**src/rtl/aw_sram_loader_if.sv**
```systemverilog
// Host word stream plus the ACT/W SRAM write ports driven by aw_sram_loader.
// master = loader side, slave = host / SRAM-mux side.
interface aw_sram_loader_if #(
    parameter int ADDR_W = 7,
    parameter int DATA_W = 32
);
    logic              in_valid;
    logic              in_ready;
    logic [DATA_W-1:0] in_data;

    logic [DATA_W-1:0] ACT_d;
    logic [ADDR_W-1:0] ACT_addr;
    logic              ACT_cen;
    logic              ACT_wen;

    logic [DATA_W-1:0] W_d;
    logic [ADDR_W-1:0] W_addr;
    logic              W_cen;
    logic              W_wen;

    modport master (
        input  in_valid, in_data,
        output in_ready,
        output ACT_d, ACT_addr, ACT_cen, ACT_wen,
        output W_d, W_addr, W_cen, W_wen
    );

    modport slave (
        output in_valid, in_data,
        input  in_ready,
        input  ACT_d, ACT_addr, ACT_cen, ACT_wen,
        input  W_d, W_addr, W_cen, W_wen
    );
endinterface

```
**src/rtl/aw_sram_loader.sv**
```systemverilog
// Streams one tile (activations, then kij-major weights) into the ACT and W
// SRAMs, starts the corelet and waits for its completion under a watchdog.
module aw_sram_loader #(
    parameter int ACT_WORDS = 36,
    parameter int W_WORDS   = 72,
    parameter int ADDR_W    = 7,
    parameter int DATA_W    = 32,
    parameter int TIMEOUT   = 4095
) (
    input  logic             clk,
    input  logic             reset,
    input  logic             load_start,
    input  logic             seq_done,
    output logic             seq_begin,
    output logic             aw_owner,
    output logic             busy,
    output logic             tile_done,
    output logic             timeout_err,
    aw_sram_loader_if.master bus
);
    localparam int MAX_WORDS = (ACT_WORDS > W_WORDS) ? ACT_WORDS : W_WORDS;
    localparam int CNT_W     = (MAX_WORDS > 1) ? $clog2(MAX_WORDS) : 1;
    localparam int WDOG_W    = (TIMEOUT > 1) ? $clog2(TIMEOUT) : 1;

    localparam logic [CNT_W-1:0]  ACT_LAST  = CNT_W'(ACT_WORDS - 1);
    localparam logic [CNT_W-1:0]  W_LAST    = CNT_W'(W_WORDS - 1);
    localparam logic [WDOG_W-1:0] WDOG_LAST = WDOG_W'(TIMEOUT - 1);

    typedef enum logic [2:0] {
        IDLE      = 3'd0,
        LOAD_ACT  = 3'd1,
        LOAD_W    = 3'd2,
        START     = 3'd3,
        WAIT_DONE = 3'd4,
        DONE      = 3'd5
    } state_t;

    state_t             state_r;
    logic [CNT_W-1:0]   cnt_r;
    logic [WDOG_W-1:0]  wdog_r;
    logic               xfer_s;

    // in_ready is registered and tracks the load states exactly, so it doubles as the phase gate.
    assign xfer_s = bus.in_valid & bus.in_ready;

    // Control FSM with all outputs registered; write strobes and pulses default inactive.
    always_ff @(posedge clk) begin
        if (!reset) begin
            state_r      <= IDLE;
            cnt_r        <= '0;
            wdog_r       <= '0;
            bus.in_ready <= 1'b0;
            busy         <= 1'b0;
            aw_owner     <= 1'b1;
            seq_begin    <= 1'b0;
            tile_done    <= 1'b0;
            timeout_err  <= 1'b0;
            bus.ACT_cen  <= 1'b1;
            bus.ACT_wen  <= 1'b1;
            bus.ACT_addr <= '0;
            bus.ACT_d    <= '0;
            bus.W_cen    <= 1'b1;
            bus.W_wen    <= 1'b1;
            bus.W_addr   <= '0;
            bus.W_d      <= '0;
        end else begin
            bus.ACT_cen <= 1'b1;
            bus.ACT_wen <= 1'b1;
            bus.W_cen   <= 1'b1;
            bus.W_wen   <= 1'b1;
            seq_begin   <= 1'b0;
            tile_done   <= 1'b0;
            timeout_err <= 1'b0;

            case (state_r)
                IDLE: begin
                    if (load_start) begin
                        state_r      <= LOAD_ACT;
                        cnt_r        <= '0;
                        bus.in_ready <= 1'b1;
                        busy         <= 1'b1;
                    end else begin
                        state_r      <= IDLE;
                    end
                end

                LOAD_ACT: begin
                    if (xfer_s) begin
                        bus.ACT_cen  <= 1'b0;
                        bus.ACT_wen  <= 1'b0;
                        bus.ACT_addr <= ADDR_W'(cnt_r);
                        bus.ACT_d    <= bus.in_data;
                        if (cnt_r == ACT_LAST) begin
                            state_r <= LOAD_W;
                            cnt_r   <= '0;
                        end else begin
                            cnt_r   <= cnt_r + 1'b1;
                        end
                    end else begin
                        state_r <= LOAD_ACT;
                    end
                end

                LOAD_W: begin
                    if (xfer_s) begin
                        bus.W_cen  <= 1'b0;
                        bus.W_wen  <= 1'b0;
                        bus.W_addr <= ADDR_W'(cnt_r);
                        bus.W_d    <= bus.in_data;
                        if (cnt_r == W_LAST) begin
                            // last W write lands during START, while the loader still owns the ports
                            state_r      <= START;
                            bus.in_ready <= 1'b0;
                            seq_begin    <= 1'b1;
                        end else begin
                            cnt_r        <= cnt_r + 1'b1;
                        end
                    end else begin
                        state_r <= LOAD_W;
                    end
                end

                START: begin
                    state_r  <= WAIT_DONE;
                    wdog_r   <= '0;
                    aw_owner <= 1'b0;
                end

                WAIT_DONE: begin
                    if (seq_done) begin
                        state_r   <= DONE;
                        tile_done <= 1'b1;
                    end else if (wdog_r == WDOG_LAST) begin
                        state_r     <= IDLE;
                        timeout_err <= 1'b1;
                        busy        <= 1'b0;
                        aw_owner    <= 1'b1;
                    end else begin
                        wdog_r <= wdog_r + 1'b1;
                    end
                end

                DONE: begin
                    state_r  <= IDLE;
                    busy     <= 1'b0;
                    aw_owner <= 1'b1;
                end

                default: begin
                    state_r      <= IDLE;
                    bus.in_ready <= 1'b0;
                    busy         <= 1'b0;
                    aw_owner     <= 1'b1;
                end
            endcase
        end
    end
endmodule

```
**src/flat_wrapper.sv**
```systemverilog
// flat-port wrapper written by rule: the top's interface ports become plain ports
module aw_sram_loader_flat 
#(
    parameter int ACT_WORDS = 36,
    parameter int W_WORDS   = 72,
    parameter int ADDR_W    = 7,
    parameter int DATA_W    = 32,
    parameter int TIMEOUT   = 4095
)
  (clk, reset, load_start, seq_done, seq_begin, aw_owner, busy, tile_done, timeout_err, bus_in_valid, bus_in_data, bus_in_ready, bus_ACT_d, bus_ACT_addr, bus_ACT_cen, bus_ACT_wen, bus_W_d, bus_W_addr, bus_W_cen, bus_W_wen);
  aw_sram_loader_if #(.ADDR_W(ADDR_W), .DATA_W(DATA_W)) bus_i ();
  input  logic clk;
  input  logic reset;
  input  logic load_start;
  input  logic seq_done;
  output logic seq_begin;
  output logic aw_owner;
  output logic busy;
  output logic tile_done;
  output logic timeout_err;
  input wire logic [$bits(bus_i.in_valid)-1:0] bus_in_valid;
  input wire logic [$bits(bus_i.in_data)-1:0] bus_in_data;
  output wire logic [$bits(bus_i.in_ready)-1:0] bus_in_ready;
  output wire logic [$bits(bus_i.ACT_d)-1:0] bus_ACT_d;
  output wire logic [$bits(bus_i.ACT_addr)-1:0] bus_ACT_addr;
  output wire logic [$bits(bus_i.ACT_cen)-1:0] bus_ACT_cen;
  output wire logic [$bits(bus_i.ACT_wen)-1:0] bus_ACT_wen;
  output wire logic [$bits(bus_i.W_d)-1:0] bus_W_d;
  output wire logic [$bits(bus_i.W_addr)-1:0] bus_W_addr;
  output wire logic [$bits(bus_i.W_cen)-1:0] bus_W_cen;
  output wire logic [$bits(bus_i.W_wen)-1:0] bus_W_wen;
  assign bus_i.in_valid = bus_in_valid;
  assign bus_i.in_data = bus_in_data;
  assign bus_in_ready = bus_i.in_ready;
  assign bus_ACT_d = bus_i.ACT_d;
  assign bus_ACT_addr = bus_i.ACT_addr;
  assign bus_ACT_cen = bus_i.ACT_cen;
  assign bus_ACT_wen = bus_i.ACT_wen;
  assign bus_W_d = bus_i.W_d;
  assign bus_W_addr = bus_i.W_addr;
  assign bus_W_cen = bus_i.W_cen;
  assign bus_W_wen = bus_i.W_wen;
  aw_sram_loader #(.ACT_WORDS(ACT_WORDS), .W_WORDS(W_WORDS), .ADDR_W(ADDR_W), .DATA_W(DATA_W), .TIMEOUT(TIMEOUT)) u_core (.clk(clk), .reset(reset), .load_start(load_start), .seq_done(seq_done), .seq_begin(seq_begin), .aw_owner(aw_owner), .busy(busy), .tile_done(tile_done), .timeout_err(timeout_err), .bus(bus_i));
endmodule
```
**config.mk**
```make
export PLATFORM = sky130hd
export DESIGN_NAME = aw_sram_loader_flat
export DESIGN_NICKNAME = d
export VERILOG_FILES = /design/src/rtl/aw_sram_loader_if.sv /design/src/rtl/aw_sram_loader.sv /design/src/flat_wrapper.sv
export SDC_FILE = /design/constraint.sdc
export NUM_CORES = 1
export LEC_CHECK = 0
export CORE_UTILIZATION = 40
export CTS_BUF_LIST = sky130_fd_sc_hd__clkbuf_8
export CTS_CLUSTER_SIZE = 40
export DETAILED_ROUTE_END_ITERATION = 7
export PLACE_DENSITY = 0.74
export SLEW_MARGIN = 15
export SYNTH_ARGS = -nofsm -noshare
export SYNTH_HDL_FRONTEND = slang
export SYNTH_SLANG_ARGS = --single-unit
```
**constraint.sdc**
```tcl
create_clock -name clk -period 3.07 [get_ports clk]
set_input_delay 0.614 -clock clk [delete_from_list [all_inputs] [get_ports clk]]
set_output_delay 0.614 -clock clk [all_outputs]
set_load 0.05 [all_outputs]
```
# Word level (Yosys, flattened, before mapping)
# Index checks and enable logic that the tools add are counted.
classes:
  muxes: 31
  n_bitwise: 6
  reduce_logical: 19
  n_eq_ne: 19
  addsub: 2
ops:
  columns: ["op", "n"]
  rows:
  - ["$mux W7", 5]
  - ["$mux W12", 2]
  - ["$pmux W12 S2", 1]
  - ["$pmux W7 S3", 1]
  - ["$mux W3", 6]
  - ["$pmux W3 S5", 1]
  - ["$add A12 B1 Y12 const B", 1]
  - ["$eq A12 B12 Y1 const B", 1]
  - ["$mux W1", 12]
  - ["$reduce_and A3 Y1", 4]
  - ["$reduce_and A2 Y1", 5]
  - ["$pmux W1 S3", 3]
  - ["$reduce_or A3 Y1", 3]
  - ["$ne A2 B1 Y1 const B", 4]
  - ["$ne A2 B2 Y1 const B", 4]
  - ["$reduce_and A4 Y1", 2]
  - ["$add A7 B1 Y7 const B", 1]
  - ["$eq A7 B6 Y1 const B", 1]
  - ["$eq A7 B7 Y1 const B", 1]
  - ["$eq A3 B2 Y1 const B", 2]
  - ["$eq A3 B3 Y1 const B", 2]
  - ["$ne A3 B3 Y1 const B", 2]
  - ["$not A1 Y1", 5]
  - ["$reduce_and A5 Y1", 1]
  - ["other kinds (7)", 7]
totals:
  ff_bits: 108
  in_bits: 37
  output_inout_bits: 88
  word_cells: 92

# Longest topological paths before layout
# Gate-level depths: netlist of run 1.
logic_depth:
  depth_word: 4
  depth_mapped: 8
  mapped_depth_nobuf: 7

# Least setup slack after synthesis of run 1
# Ideal clock, no wire load.
synth_path:
  path_kind: "reg2reg"
  from: "register u_core.bus.in_ready"
  to: "register u_core.bus.ACT_d[13]"
  path_buffers: 2
  setup_time_ns: 0.132
  path_slack_ns: 1.136
  t_required_ns: 2.938
  synth_period_minus_slack_ns: 1.934
  stages_incl_launch_ff: 7
  arrival_ns: 1.802
  path_cell_list: "dfxtp_1 nand2_1 or3_1 clkbuf_1 clkbuf_1 nand2_1 a21oi_1"
synth_via:
  elab_chain_len: 2
synth_lines:
  columns: ["element", "line", "text"]
  rows:
  - ["start, declared", "aw_sram_loader_if.sv:23", "output in_ready,"]
  - ["start signal, assigned", "aw_sram_loader.sv:52", "bus.in_ready <= 1'b0;"]
  - ["start signal, assigned", "aw_sram_loader.sv:80", "bus.in_ready <= 1'b1;"]
  - ["start signal, assigned", "aw_sram_loader.sv:113", "bus.in_ready <= 1'b0;"]
  - ["$and A1 B1 Y1", "aw_sram_loader.sv:44", "assign xfer_s = bus.in_valid & bus.in_ready;"]
  - ["$reduce_and A2 Y1 (no source line)", null, null]
  - ["end signal, assigned", "aw_sram_loader.sv:92", "bus.ACT_d <= bus.in_data;"]
  - ["end, declared", "aw_sram_loader_if.sv:24", "output ACT_d, ACT_addr, ACT_cen, ACT_wen,"]
# Every way passes these cells.
# A chain may end at the register's enable or synchronous reset.

# Worst setup path in the final report of run 1
layout_path:
  from: "register u_core.bus.in_ready"
  to: "output port bus_in_ready"
layout_rtl:
  columns: ["element", "line", "text"]
  rows:
  - ["end, declared", "flat_wrapper.sv:23", "output wire logic [$bits(bus_i.in_ready)-1:0] bus_in_ready;"]
# No word-level cell between the ends.

==> results of run 1 <==
==> flip-flops by register name, indices dropped and copies added (netlist names) <==
| name | cells |
|---|---|
| u_core.bus.ACT_wen | 1 |
| u_core.cnt_r | 7 |
| u_core.bus.W_d | 32 |
| u_core.timeout_err | 1 |
| u_core.bus.W_cen | 1 |
| u_core.bus.ACT_d | 32 |
| u_core.aw_owner | 1 |
| u_core.state_r | 3 |
| u_core.busy | 1 |
| u_core.bus.ACT_addr | 7 |
| u_core.tile_done | 1 |
| u_core.seq_begin | 1 |
| u_core.bus.in_ready | 1 |
| u_core.bus.W_addr | 7 |
| u_core.wdog_r | 12 |
==> where the power goes <==
part	internal (uW)	switching (uW)	total (uW)	leakage (uW)
registers	1430	31.0	1460	0.000872
logic	128	199	327	0.000877
clock network	318	479	797	0.0000856
total	1870	710	2580	0.00183
==> kinds of logic (layout without fill, tap and decap cells) <==
kind of cell	after synthesis	count (layout)	synth area share, %
AO/OA/AOI/OAI	118	118	16.17
AND/OR/NAND/NOR	229	229	23.34
flip-flops	108	108	52.24
buffers and inverters	44	157	4.474
adder cells (fa/ha/maj)	4	4	1.209
multiplexers	1	1	0.2418
XOR/XNOR	11	11	2.328
==> worst min-delay path: cells and delay by family (launching register included) <==
family / cells / cell delay, ps
simple gates: 1 / 50
compound gates: 1 / 50
flops: 1 / 320
==> synthesized netlist by cell type (all sizes together), types with 2 or more instances <==
cell type,number
nand2,172
dfxtp,108
a21oi,92
clkbuf,26
nor2,19
inv,11
nand3,9
xnor2,9
buf,7
nor3,6
o21ai,6
or3,6
ha,4
a211oi,3
nand4,3
o31ai,3
or4,3
a311oi,2
a31oi,2
nand2b,2
o31a,2
xor2,2
==> cell type report <==
cell class / count / area, sq um / share of cell area, %
Clock buffer: 10 / 137.6 / 2.431
Clock inverter: 4 / 33.78 / 0.5967
Inverter: 11 / 41.29 / 0.7293
Timing Repair Buffer: 132 / 1314 / 23.20
Sequential cell: 108 / 2162 / 38.19
Tap cell: 133 / 166.4 / 2.939
Multi-Input combinational cell: 363 / 1807 / 31.91
==> layer usage <==
layer | global-route usage, % | vias up
met5 | 0 | -
met4 | 6.531 | 0
met3 | 5.853 | 14
met2 | 32.84 | 103
met1 | 25.17 | 1799
li1 | - | 1921
==> stage by stage <==
step                power (uW)  hold slack (ps)  cell area, sq um  cells  util (%)
floorplan                 1683            451.7              4139    515         -
global placement          1811            440.8              5490    747     55.40
detailed placement        1818            445.9              5490    747     55.40
CTS                       2612            460.0              5662    761     57.13
global route              2691            477.0              5662    761     57.13
finish                    2584            457.8              5662    761     57.13
==> worst max path at each step <==
stage,from,to,slack [ps],cells after the start
5_1_grt,u_core.state_r[1]$_SDFFE_PN0P_,u_core.bus.W_d[4]$_SDFFE_PN0P_,760,6
3_5_place_dp,load_start,u_core.state_r[0]$_SDFFE_PN0P_,610,5
6_report,u_core.bus.in_ready$_SDFFE_PN0P_,bus_in_ready,860,1
2_1_floorplan,u_core.bus.in_ready$_SDFFE_PN0P_,u_core.bus.ACT_d[13]$_SDFFE_PN0P_,1140,6
4_1_cts,u_core.bus.in_ready$_SDFFE_PN0P_,bus_in_ready,830,1
3_3_place_gp,load_start,u_core.state_r[0]$_SDFFE_PN0P_,670,6
==> impl_metrics.json, run 1 <==
{
  "run_status": "complete, no violations",
  "setup_slack_ps": 859.8,
  "gp_congestion": 0.7747,
  "clk_latency_ps": 370,
  "synth_warnings": 0,
  "cts_hold_buf": 0,
  "cp_cell_sequence": "clkdlybuf4s50_1",
  "r2r-end": "u_core.bus.W_d[19]$_SDFFE_PN0P_",
  "hold_viol_final": 0,
  "fmax_mhz": 452.4,
  "path_delay_family": "buffers and inverters",
  "worstPathMaxFanout": 4,
  "die-area_sq_um": 10760,
  "synth_edf_count": 0,
  "grt_antenna_before_repair": 0,
  "clock_path_buffers": 2,
  "ctsResizeCount": 0,
  "routed-wl-met2_mm": 5.003,
  "ant_nets": 0,
  "holdPathStages": 2,
  "p_leak_uw": 0.001834,
  "dr_wl_met3_microns": 659,
  "start_kind": "register",
  "crit-reg2reg-launch": "u_core.state_r[1]$_SDFFE_PN0P_",
  "core_sq_um": 9910,
  "dr.pass1.iters": 4,
  "synth-seq-cells": 108,
  "grt_use_total_pct": 20.00,
  "clk_pin_slew_ps": 100,
  "final_net_count": 666,
  "drt_iter0_markers": 147,
  "seq_area_frac_synth_pct": 52.24,
  "hold_path_class": "register to register",
  "crit_path_top_delay_cell": "clkdlybuf4s50_1",
  "syn_area_sq_um": 4139,
  "setup_viol": 0,
  "hold_end": "u_core.bus.ACT_d[24]$_SDFFE_PN0P_",
  "grt_max_degree": 47,
  "synth_nets": 556,
  "post-place-ws_ps": 609.7,
  "crit_buf_inv": 1,
  "slew_headroom_pct": 63.52,
  "critPathMaxStageDelay_ps": 840,
  "cts_setup_buffers": 0,
  "vdd_ir_drop_max_uv": 290.1,
  "overflow": 0,
  "drive_gt1_share_pct": 5.096,
  "diodes": 0,
  "synthCells": 515,
  "wire_per_inst_microns": 14.11,
  "grt_pass1_wl_mm": 17.47,
  "netlist_top_cells_area": "dfxtp_1 (52%), nand2_1 (16%), a21oi_1 (11%)",
  "ys.flop_type": "dfxtp_1",
  "period_minus_slack_ps": 2210,
  "clockRootBuffer": "clkbuf_8",
  "cts_tree": "done",
  "slew_violations": 0,
  "min_from": "u_core.bus.ACT_d[24]$_SDFFE_PN0P_",
  "reg2reg_depth": 6,
  "dp_hpwl_mm": 7.361,
  "clkSinkCount": 108,
  "viasPerCell": 5.042,
  "worstSetupPathType": "register to primary output",
  "drc": 0,
  "rows": 36,
  "async_reset_ff_share_pct": 0,
  "cts_buffers": 9,
  "port_buffers": 124,
  "worst_pin_slew_ps": 545.5,
  "finalCritPeriodShare_pct": 71.99,
  "maxCapViolCount": 0,
  "die_x_microns": 103.7,
  "reg2reg_setup_slack_ps": 940,
  "die_height_microns": 103.7,
  "syn2layout_area_growth_pct": 36.79,
  "synth_top_area_share_pct": 52.24,
  "via_count": 3837,
  "mostFrequentLayoutCell": "nand2_1",
  "layout_common_cells": "nand2_1 (172), clkdlybuf4s50_1 (124), dfxtp_1 (108), a21oi_1 (91), nor2_1 (19)",
  "wl_met1_mm": 4.924,
  "totalWireLength_mm": 10.74,
  "io_pins": 125,
  "grt_pass1_vias": 3567,
  "ys_types": 45,
  "worstPathRequired_ps": 2460,
  "nFillCells": 917,
  "worstPathArrival_ps": 1600,
  "grt_setup_unrepaired": "false",
  "power_density_nw_per_um2": 456.4,
  "fin_skew_ps": 12.35,
  "initial_core_util_pct": 41.77,
  "syn_avg_cell_area_sq_um": 8.037,
  "synth_top_cell_by_area": "dfxtp_1",
  "endpoint_kind": "primary output",
  "htreeDepth": 3,
  "fin_setup_tns_ps": 0,
  "top_layer_used": "met4"
}
No activity file was read; power rests on OpenSTA's default activity.
==> run 2: changes to the inputs <==
Settings changed: PLACE_DENSITY 0.74 to 0.77.
Clock period 3.07 ns to 1.9 ns, I/O delays scaled along.
==> impl_metrics.json, run 2 (synthesis results as in run 1) <==
{
  "run_status": "complete, no violations",
  "total_power_uw": 4177,
  "die_height_microns": 103.7,
  "worstPathArrival_ps": 2170,
  "hold_viol_final": 0,
  "syn2layout_area_growth_pct": 40.05,
  "clk_pin_slew_ps": 100,
  "place_area_sq_um": 5657,
  "wire_per_inst_microns": 14.16,
  "fmax_mhz": 533.3,
  "endpoint_kind": "register",
  "clkSinkCount": 108,
  "critPathMaxStageDelay_ps": 500,
  "core_sq_um": 9910,
  "dpl.cell_count": 776,
  "path_delay_family": "buffers and inverters",
  "stdcell_area_sq_um": 5797,
  "clk_latency_ps": 370,
  "clockRootBuffer": "clkbuf_8",
  "worst_pin_slew_ps": 519.4,
  "grt_busiest_layer": "met2",
  "setup_viol": 0,
  "htreeDepth": 3,
  "grt_pass1_vias": 3869,
  "via_count": 3978,
  "fin_cells": 793,
  "fin_skew_ps": 12.30,
  "grt_antenna_before_repair": 0,
  "clock_path_buffers": 2,
  "initial_core_util_pct": 41.77,
  "cp_common_cell": "buf_4",
  "grt_util_met2_pct": 36.58,
  "ant_nets": 0,
  "drive_gt1_share_pct": 13.33,
  "vdd_ir_drop_max_uv": 600.2,
  "port_buffers": 124,
  "maxCapViolCount": 0,
  "drc": 0,
  "mostFrequentLayoutCell": "nand2_1",
  "slew_violations": 0,
  "overflow": 0,
  "dp_hpwl_mm": 8.013,
  "die-area_sq_um": 10760,
  "final_net_count": 696,
  "crit_path_top_delay_cell": "clkdlybuf4s50_1",
  "viasPerCell": 5.016,
  "grt_use_met1_pct": 24.68,
  "nFillCells": 907,
  "dr.pass1.iters": 4,
  "grt_pass1_wl_mm": 18.28,
  "die_x_microns": 103.7,
  "reg_top3": "u_core.bus.ACT_d x32, u_core.bus.W_d x32, u_core.wdog_r x12",
  "rows": 36,
  "layout_common_cells": "nand2_1 (172), dfxtp_1 (102), a21oi_1 (91), dlygate4sd2_1 (62), buf_4 (56)",
  "setup_slack_ps": 24.84,
  "worstSetupPathType": "primary input to register",
  "cts_buffers": 9,
  "cp_cell_sequence": "clkdlybuf4s50_1, nor4b_4, buf_4, a31oi_4, buf_4, or4_1, a21oi_1",
  "period_minus_slack_ps": 1875,
  "worstPathRequired_ps": 2200,
  "finalCritPeriodShare_pct": 98.69,
  "power_density_nw_per_um2": 720.6,
  "totalWireLength_mm": 11.23,
  "start_kind": "primary input",
  "worstPathMaxFanout": 5,
  "crit_buf_inv": 3,
  "grtUsageMet3_pct": 5.475,
  "grt_max_degree": 37,
  "cts_tree": "done",
  "io_pins": 125,
  "grt_use_total_pct": 20.89,
  "cts_hold_buf": 0,
  "diodes": 0,
  "slew_headroom_pct": 65.51,
  "p_leak_uw": 0.002399,
  "post-place-ws_ps": -263.8,
  "hold_path_class": "register to register",
  "drt_iter0_markers": 161,
  "gp_congestion": 0.8329
}
## run 2: cell count changes in the layout (fill, tap and decap cells not counted), sizes merged
| cell | change |
|---|---|
| dlygate4sd2 | +62 |
| clkdlybuf4s50 | -86 |
| inv | +1 |
| clkbuf | -1 |
| dlymetal6s2s | +5 |
| clkinv | +2 |
| buf | +49 |
## run 2: layout make-up
| type | count | area, sq um | area share (%) |
|---|---|---|---|
| repair buffers | 162 | 1426 | 24.61 |
| well taps | 133 | 166.4 | 2.871 |
| multi-input cells | 363 | 1817 | 31.34 |
| clock inverters | 7 | 52.55 | 0.9065 |
| clock buffers | 9 | 123.9 | 2.137 |
| inverters | 11 | 41.29 | 0.7123 |
| flip-flops and latches | 108 | 2170 | 37.43 |
## run 2: routing by layer
layer	routed length [microns]	up-vias
li1	-	1982
met1	4733	1868
met2	5562	120
met3	803	8
met4	131	0
met5	0	-
## run 2: power breakdown
group / internal [uW] / leakage [uW] / switching [uW]
Clock: 487 / 0.0000943 / 794
Sequential: 2310 / 0.000874 / 39.7
Combinational: 209 / 0.00143 / 338
## run 2: metrics by stage
stage | hold slack (ps) | setup TNS [ps] | utilization (%)
final | 456.1 | 0 | 58.50
after global placement | 441.2 | -2562 | 57.08
after global routing | 472.6 | -13.64 | 58.50
after CTS | 459.5 | 0 | 58.12
after detailed placement | 447.3 | -3455 | 57.08
after floorplan | 451.7 | 0 | -
## run 2: final timing paths
path	slack (ps)	from	cells after the start	to
setup reg to reg	90	u_core.state_r[2]$_SDFFE_PN0P_	7	u_core.wdog_r[10]$_SDFFE_PN0P_
hold reg to reg	460	u_core.bus.W_addr[2]$_SDFFE_PN0P_	2	u_core.bus.W_addr[2]$_SDFFE_PN0P_
setup / recovery	20	seq_done	7	u_core.wdog_r[10]$_SDFFE_PN0P_
hold / removal	460	u_core.bus.W_addr[2]$_SDFFE_PN0P_	2	u_core.bus.W_addr[2]$_SDFFE_PN0P_
## run 2: worst reg2reg max path: cells and delay by family (launching register included)
| kind | cells | cell delay [ps] |
|---|---|---|
| DFF | 1 | 380 |
| AOI/OAI and AO/OA | 2 | 220 |
| buffers and inverters | 2 | 320 |
| and+or+nand+nor | 3 | 830 |
## run 2: timing repair
action	CTS	global route
pin swaps	0	1
endpoints found under the setup margin	63	15
gates cloned	0	0
buffers inserted	0	1
gates resized for setup	63	12
